===== config.mk =====
export PLATFORM = sky130hd
export DESIGN_NAME = md_to_doy
export DESIGN_NICKNAME = d
export VERILOG_FILES = /design/src/rtl/cal_pkg.sv /design/src/rtl/dim_rom.sv /design/src/rtl/md_to_doy.sv
export SDC_FILE = /design/constraint.sdc
export NUM_CORES = 1
export LEC_CHECK = 0
export BUFFER_PORTS_ARGS = -buffer_cell sky130_fd_sc_hd__buf_2
export CAP_MARGIN = 10
export CORE_MARGIN = 3
export CORE_UTILIZATION = 45
export CTS_BUF_LIST = sky130_fd_sc_hd__clkbuf_8
export DETAILED_ROUTE_END_ITERATION = 16
export GPL_ROUTABILITY_DRIVEN = 0
export PLACE_DENSITY_LB_ADDON = 0.2
export RECOVER_POWER = 25
export SETUP_SLACK_MARGIN = 0.4
export SYNTH_ARGS = -nofsm -noshare
export SYNTH_HDL_FRONTEND = slang
export SYNTH_SLANG_ARGS = --single-unit

===== constraint.sdc =====
create_clock -name clk -period 10.3 [get_ports clk]
set_input_delay 1.03 -clock clk [delete_from_list [all_inputs] [get_ports clk]]
set_output_delay 1.03 -clock clk [all_outputs]
set_load 0.01 [all_outputs]

===== src/rtl/cal_pkg.sv =====
// -----------------------------------------------------------------------------
// cal_pkg
// Shared calendar definitions for the day-of-year counter and its inverse
// (md_to_doy). The year is fixed at 365 days and has no leap years.
//   MONTHS, DAYS_PER_YEAR : calendar constants
//   doy_t                 : 9-bit day-of-year index (0..364)
//   md_t                  : 7-bit month / date field
//   md2d_state_t          : md_to_doy controller states
//   dim_of()              : month-length table, 0 for illegal months
// -----------------------------------------------------------------------------
package cal_pkg;

  localparam int MONTHS        = 12;
  localparam int DAYS_PER_YEAR = 365;

  typedef logic [8:0] doy_t;
  typedef logic [6:0] md_t;

  typedef enum logic [1:0] {
    IDLE  = 2'd0,
    CHECK = 2'd1,
    ACCUM = 2'd2,
    DONE  = 2'd3
  } md2d_state_t;

  // Month-length table (non-leap). Months outside 1..12 report 0 days, which
  // makes every date in them fail the range check.
  function automatic logic [4:0] dim_of(input logic [3:0] m);
    logic [4:0] days;
    case (m)
      4'd1:    days = 5'd31;
      4'd2:    days = 5'd28;
      4'd3:    days = 5'd31;
      4'd4:    days = 5'd30;
      4'd5:    days = 5'd31;
      4'd6:    days = 5'd30;
      4'd7:    days = 5'd31;
      4'd8:    days = 5'd31;
      4'd9:    days = 5'd30;
      4'd10:   days = 5'd31;
      4'd11:   days = 5'd30;
      4'd12:   days = 5'd31;
      default: days = 5'd0;
    endcase
    return days;
  endfunction

endpackage


===== src/rtl/dim_rom.sv =====
// -----------------------------------------------------------------------------
// dim_rom
// Combinational month-length lookup.
//   month : 4-bit month number (legal 1..12)
//   days  : 5-bit number of days in that month, 0 for illegal months
// -----------------------------------------------------------------------------
module dim_rom
  import cal_pkg::*;
(
  input  logic [3:0] month,
  output logic [4:0] days
);

  // Table lookup through the shared package function.
  always_comb begin
    days = dim_of(month);
  end

endmodule


===== src/rtl/md_to_doy.sv =====
// -----------------------------------------------------------------------------
// md_to_doy
// Converts a month/date pair to the 0-based day-of-year index used by the
// calendar counter (Jan 1 = 0, Dec 31 = 364), non-leap year. A small FSM
// validates the request, then walks the preceding months adding one month
// length per cycle.
//   clk   : clock, rising edge
//   rst   : asynchronous active-low reset
//   req   : request valid, accepted when ready is high
//   month : requested month (legal 1..12)
//   date  : requested day of month (legal 1..days in month)
//   ready : high only in IDLE
//   busy  : inverse of ready
//   done  : one-cycle pulse, doy/err valid
//   doy   : day-of-year result, held until next done
//   err   : request was invalid, held until next done
// -----------------------------------------------------------------------------
module md_to_doy
  import cal_pkg::*;
(
  input  logic       clk,
  input  logic       rst,
  input  logic       req,
  input  logic [6:0] month,
  input  logic [6:0] date,
  output logic       ready,
  output logic       busy,
  output logic       done,
  output logic [8:0] doy,
  output logic       err
);

  md2d_state_t state_r, state_s;
  md_t         m_q, m_s;
  md_t         d_q, d_s;
  doy_t        acc_r, acc_s;
  logic [3:0]  idx_r, idx_s;
  doy_t        doy_r, doy_s;
  logic        err_r, err_s;
  logic        ready_r, busy_r, done_r;

  logic [3:0]  rom_addr_s;
  logic [4:0]  rom_days_s;
  logic        valid_s;

  // CHECK needs the length of the requested month, ACCUM the length of the
  // month being walked; one ROM serves both. For m_q above 15 the low bits
  // alias a real month, but the full-width range test below rejects it.
  always_comb begin
    if (state_r == CHECK) begin
      rom_addr_s = m_q[3:0];
    end else begin
      rom_addr_s = idx_r;
    end
  end

  dim_rom u_dim_rom (
    .month (rom_addr_s),
    .days  (rom_days_s)
  );

  // Request legality on the full 7-bit latched fields.
  always_comb begin
    valid_s = (m_q >= 7'd1) && (m_q <= 7'd12) &&
              (d_q != 7'd0) && (d_q <= {2'b00, rom_days_s});
  end

  // Next-state and next-datapath logic.
  always_comb begin
    state_s = state_r;
    m_s     = m_q;
    d_s     = d_q;
    acc_s   = acc_r;
    idx_s   = idx_r;
    doy_s   = doy_r;
    err_s   = err_r;
    case (state_r)
      IDLE: begin
        if (req) begin
          m_s     = month;
          d_s     = date;
          state_s = CHECK;
        end else begin
          state_s = IDLE;
        end
      end
      CHECK: begin
        if (valid_s) begin
          acc_s   = {2'b00, d_q} - 9'd1;
          idx_s   = 4'd1;
          state_s = ACCUM;
        end else begin
          doy_s   = 9'd0;
          err_s   = 1'b1;
          state_s = DONE;
        end
      end
      ACCUM: begin
        // idx counts the month currently being added; reaching the requested
        // month means all preceding months are already in acc.
        if ({3'b000, idx_r} == m_q) begin
          doy_s   = acc_r;
          err_s   = 1'b0;
          state_s = DONE;
        end else begin
          acc_s   = acc_r + {4'b0000, rom_days_s};
          idx_s   = idx_r + 4'd1;
          state_s = ACCUM;
        end
      end
      DONE: begin
        state_s = IDLE;
      end
      default: begin
        state_s = IDLE;
      end
    endcase
  end

  // State, datapath and registered handshake outputs.
  always_ff @(posedge clk or negedge rst) begin
    if (!rst) begin
      state_r <= IDLE;
      m_q     <= 7'd0;
      d_q     <= 7'd0;
      acc_r   <= 9'd0;
      idx_r   <= 4'd0;
      doy_r   <= 9'd0;
      err_r   <= 1'b0;
      ready_r <= 1'b1;
      busy_r  <= 1'b0;
      done_r  <= 1'b0;
    end else begin
      state_r <= state_s;
      m_q     <= m_s;
      d_q     <= d_s;
      acc_r   <= acc_s;
      idx_r   <= idx_s;
      doy_r   <= doy_s;
      err_r   <= err_s;
      ready_r <= (state_s == IDLE);
      busy_r  <= (state_s != IDLE);
      done_r  <= (state_s == DONE);
    end
  end

  assign ready = ready_r;
  assign busy  = busy_r;
  assign done  = done_r;
  assign doy   = doy_r;
  assign err   = err_r;

endmodule


==> results.cfg <==
[setup_path]
slowest_stage_delay_on_critical_path_ns = 0.79
worstSetupStartpointType = flip-flop
critical_path.endpoint_type = flip-flop
path_max_fanout = 14
critical_path_arrival_ns = 4.18
dominant_delay_contributor_by_cell_family_on_the_critical_path = compound AO/OA/AOI/OAI gates
worstSetupPathType = flip-flop to flip-flop
worst_ep_required_time_ns = 10.45
worstPathCellList = inv_1 > ha_1 > nor3_1 > a22oi_1 > o21a_1 > inv_1 > ha_1 > and3_1 > a211oi_1 > a32oi_1 > o21a_1 > a2111oi_0 > nor3_1
crit_slowest_cell = a2111oi_0
worstPathBufferInverterCount = 2

[sta]
max_freq_ghz = 0.248
fin_crit_sh_pct = 39.2
maxSlewViolCount = 43
setup-tns-final_ns = 0
grt_setup_unrepaired = no
timing_worst_slew_pin_value_ns = 2.21
max-slew-margin-rel_pct = -47.5
fin_worst_skew_ns = 0.0100
final-setup-viol-count = 0
final_hold_violation_count = 0
period_minus_slack_ns = 4.03

[pwr]
vdd_ir_drop_max_mv = 0.190
cellPowerDensity_nw_per_um2 = 364
power.leakage_nw = 1.28

[detailed_routing]
route.detailed.wl_per_inst_um = 15.3
met3WireLength_um = 203
remaining_drc_errors = 0
total_met2_wirelength_after_detailed_routing_mm = 2.29
met1_length_mm = 2.50
post_drt_via_cell_ratio = 5.57
detail_route.iter0.violations = 123
first_pass_iters = 4
routed.top_layer = met4
num_vias = 1855
postRouteWirelength_mm = 5.11
final_antenna_net_count = 0

[clock_network]
cts_tree = done
cts_sinks = 42
clock_insertion_delay_worst_skew_ns = 0.31
cts.hold.buffers_added = 0
h-tree-depth = 2
post_cts.resized_instances = 0
ctsRootBufferMaster = clkbuf_8
clock_pin_slew_worst_setup_and_hold_paths_ns = 0.08
cts_setup_buffers = 0
max-clock-path-buffers = 2
cts_inserted_buffers = 5

[outcome]
outcome = finished with violations
violations = max-capacitance violations, max-slew violations

[flow_run]
timing.max_cap.violations = 1

[finish]
layout_net_count = 297
layout.filler_cells = 487
final_layout_size_suffix_gt1_share_pct = 24.7
diodes = 0
finalNonFillerCells = 333
syn2layout_area_growth_pct = 13.2

[yosys]
syn_area_sq_um = 2470
postSynthRegisterBits = 42
yosys_warnings = 0
synth-edff-count = 0
postSynthAreaPerCell_sq_um = 10.5
yosysTopAreaCell = dfrtp_1
synth-seq-area-share_pct = 42.6
synth.top_cell.area_share_pct = 41.6
yosysMostFrequentCell = dfrtp_1
netlist_top_cells_count = dfrtp_1, mux2_2, o21ai_0
yosysUniqueCellTypes = 51
ys_top_cells_by_area = dfrtp_1, mux2_2, ha_1
synthesis.instances = 236
top_reg_cell_synth = dfrtp_1
synthArstFlopShare_pct = 100
synthesis.nets = 271

[die]
initial_utilization_pct = 47.4
die_y_um = 80.1
dieWidth_um = 80.1
placeableCoreArea_sq_um = 5200
fp.dieArea_sq_um = 6410
boundaryPins = 30
floorplan.rows = 26

[hold_path]
hp-class = flip-flop to flip-flop

[global_route]
grt-ovfl-total = 0
grt_pass1_wl_mm = 8.78
grt_antenna_before_repair = 0
overall_routing_resource_usage_pct = 17.8
maximum_number_of_pins_on_one_net_before_global_route_repair = 43
grt_pass1_vias = 1850

[placed_design]
placed_cells = 325
detailedPlacementHpwl_mm = 3.79
place.port_buffers = 29
cells in the final DEF, fill, tap and decap left out, types with 5 or more instances in the layout:
| master | count |
|---|---|
| o21a_1 | 6 |
| nand2_1 | 16 |
| dfrtp_1 | 41 |
| xnor2_1 | 5 |
| clkbuf_8 | 6 |
| xor2_1 | 5 |
| a21oi_1 | 5 |
| o21ai_0 | 19 |
| ha_1 | 17 |
| nor2_1 | 9 |
| a22o_1 | 10 |
| nor3_1 | 8 |
| mux2_2 | 19 |
| buf_2 | 28 |
| inv_1 | 13 |
per-layer routing:
metal  GRT usage (%)  vias up
li1                -      921
met1            23.8      878
met2            27.8       44
met3            3.70       12
met4            7.77        0
met5               0        -
through the flow:
stage               power, W  hold slack [ns]  setup slack, ns  instance area, sq um  utilization [%]
floorplan           0.000729            0.479             6.99                  2470                -
global placement    0.000847            0.473             6.44                  2650             51.0
detailed placement  0.000852            0.485             6.35                  2650             51.0
CTS                  0.00102            0.503             6.31                  2800             53.7
global route         0.00111            0.514             5.88                  2800             53.7
finish               0.00102            0.498             6.27                  2800             53.7
cells by family (layout without fill, tap and decap cells):
logic type	Yosys count	in the layout	share of synthesized area [%]
xor gates and xnor gates	10	10	3.55
adders and majority gates	18	18	9.43
muxes	20	20	9.07
DFF	42	42	42.6
AOI/OAI and AO/OA	64	64	18.5
buffers and inverters	23	50	3.90
and+or+nand+nor	59	59	12.9
report_power, final:
group | internal [W] | leakage, nW | switching [W]
logic | 0.000241 | 0.696 | 0.000311
registers | 0.000232 | 0.517 | 0.0000706
clock network | 0.000103 | 0.0714 | 0.0000584
final cells by class:
| type | count | area [sq um] | area share (%) |
|---|---|---|---|
| Timing Repair Buffer | 29 | 144 | 5.15 |
| Sequential cell | 42 | 1050 | 37.6 |
| Clock buffer | 6 | 82.6 | 2.95 |
| Tap cell | 70 | 87.6 | 3.13 |
| Clock inverter | 2 | 60.1 | 2.15 |
| Inverter | 13 | 48.8 | 1.75 |
| Multi-Input combinational cell | 171 | 1320 | 47.2 |
final timing paths:
check                      startpoint        to  slack [ns]  depth (start not counted)
max                        state_r[1]  acc_r[7]        6.27                         13
min                               err       err        0.50                          1
max reg2reg                state_r[1]  acc_r[7]        6.27                         13
min reg2reg                       err       err        0.50                          1
max in group asynchronous         rst    d_q[3]        7.66                          1
min in group asynchronous         rst      done        1.37                          1
state kept, by name (all words and copies together), names as in the netlist:
name / cells
d_q: 7
ready: 1
state_r: 2
busy: 1
done: 1
idx_r: 4
err: 1
m_q: 7
doy: 9
acc_r: 9
worst register-to-register path: cells and delay by family, from the launching register on:
kind	cells	cell delay (ns)
AO/OA/AOI/OAI	6	2.09
adder cells (fa/ha/maj)	2	0.73
buffers and inverters	2	0.21
flip-flops	1	0.39
AND/OR/NAND/NOR	3	0.47
No activity file was read; power rests on OpenSTA's default activity.
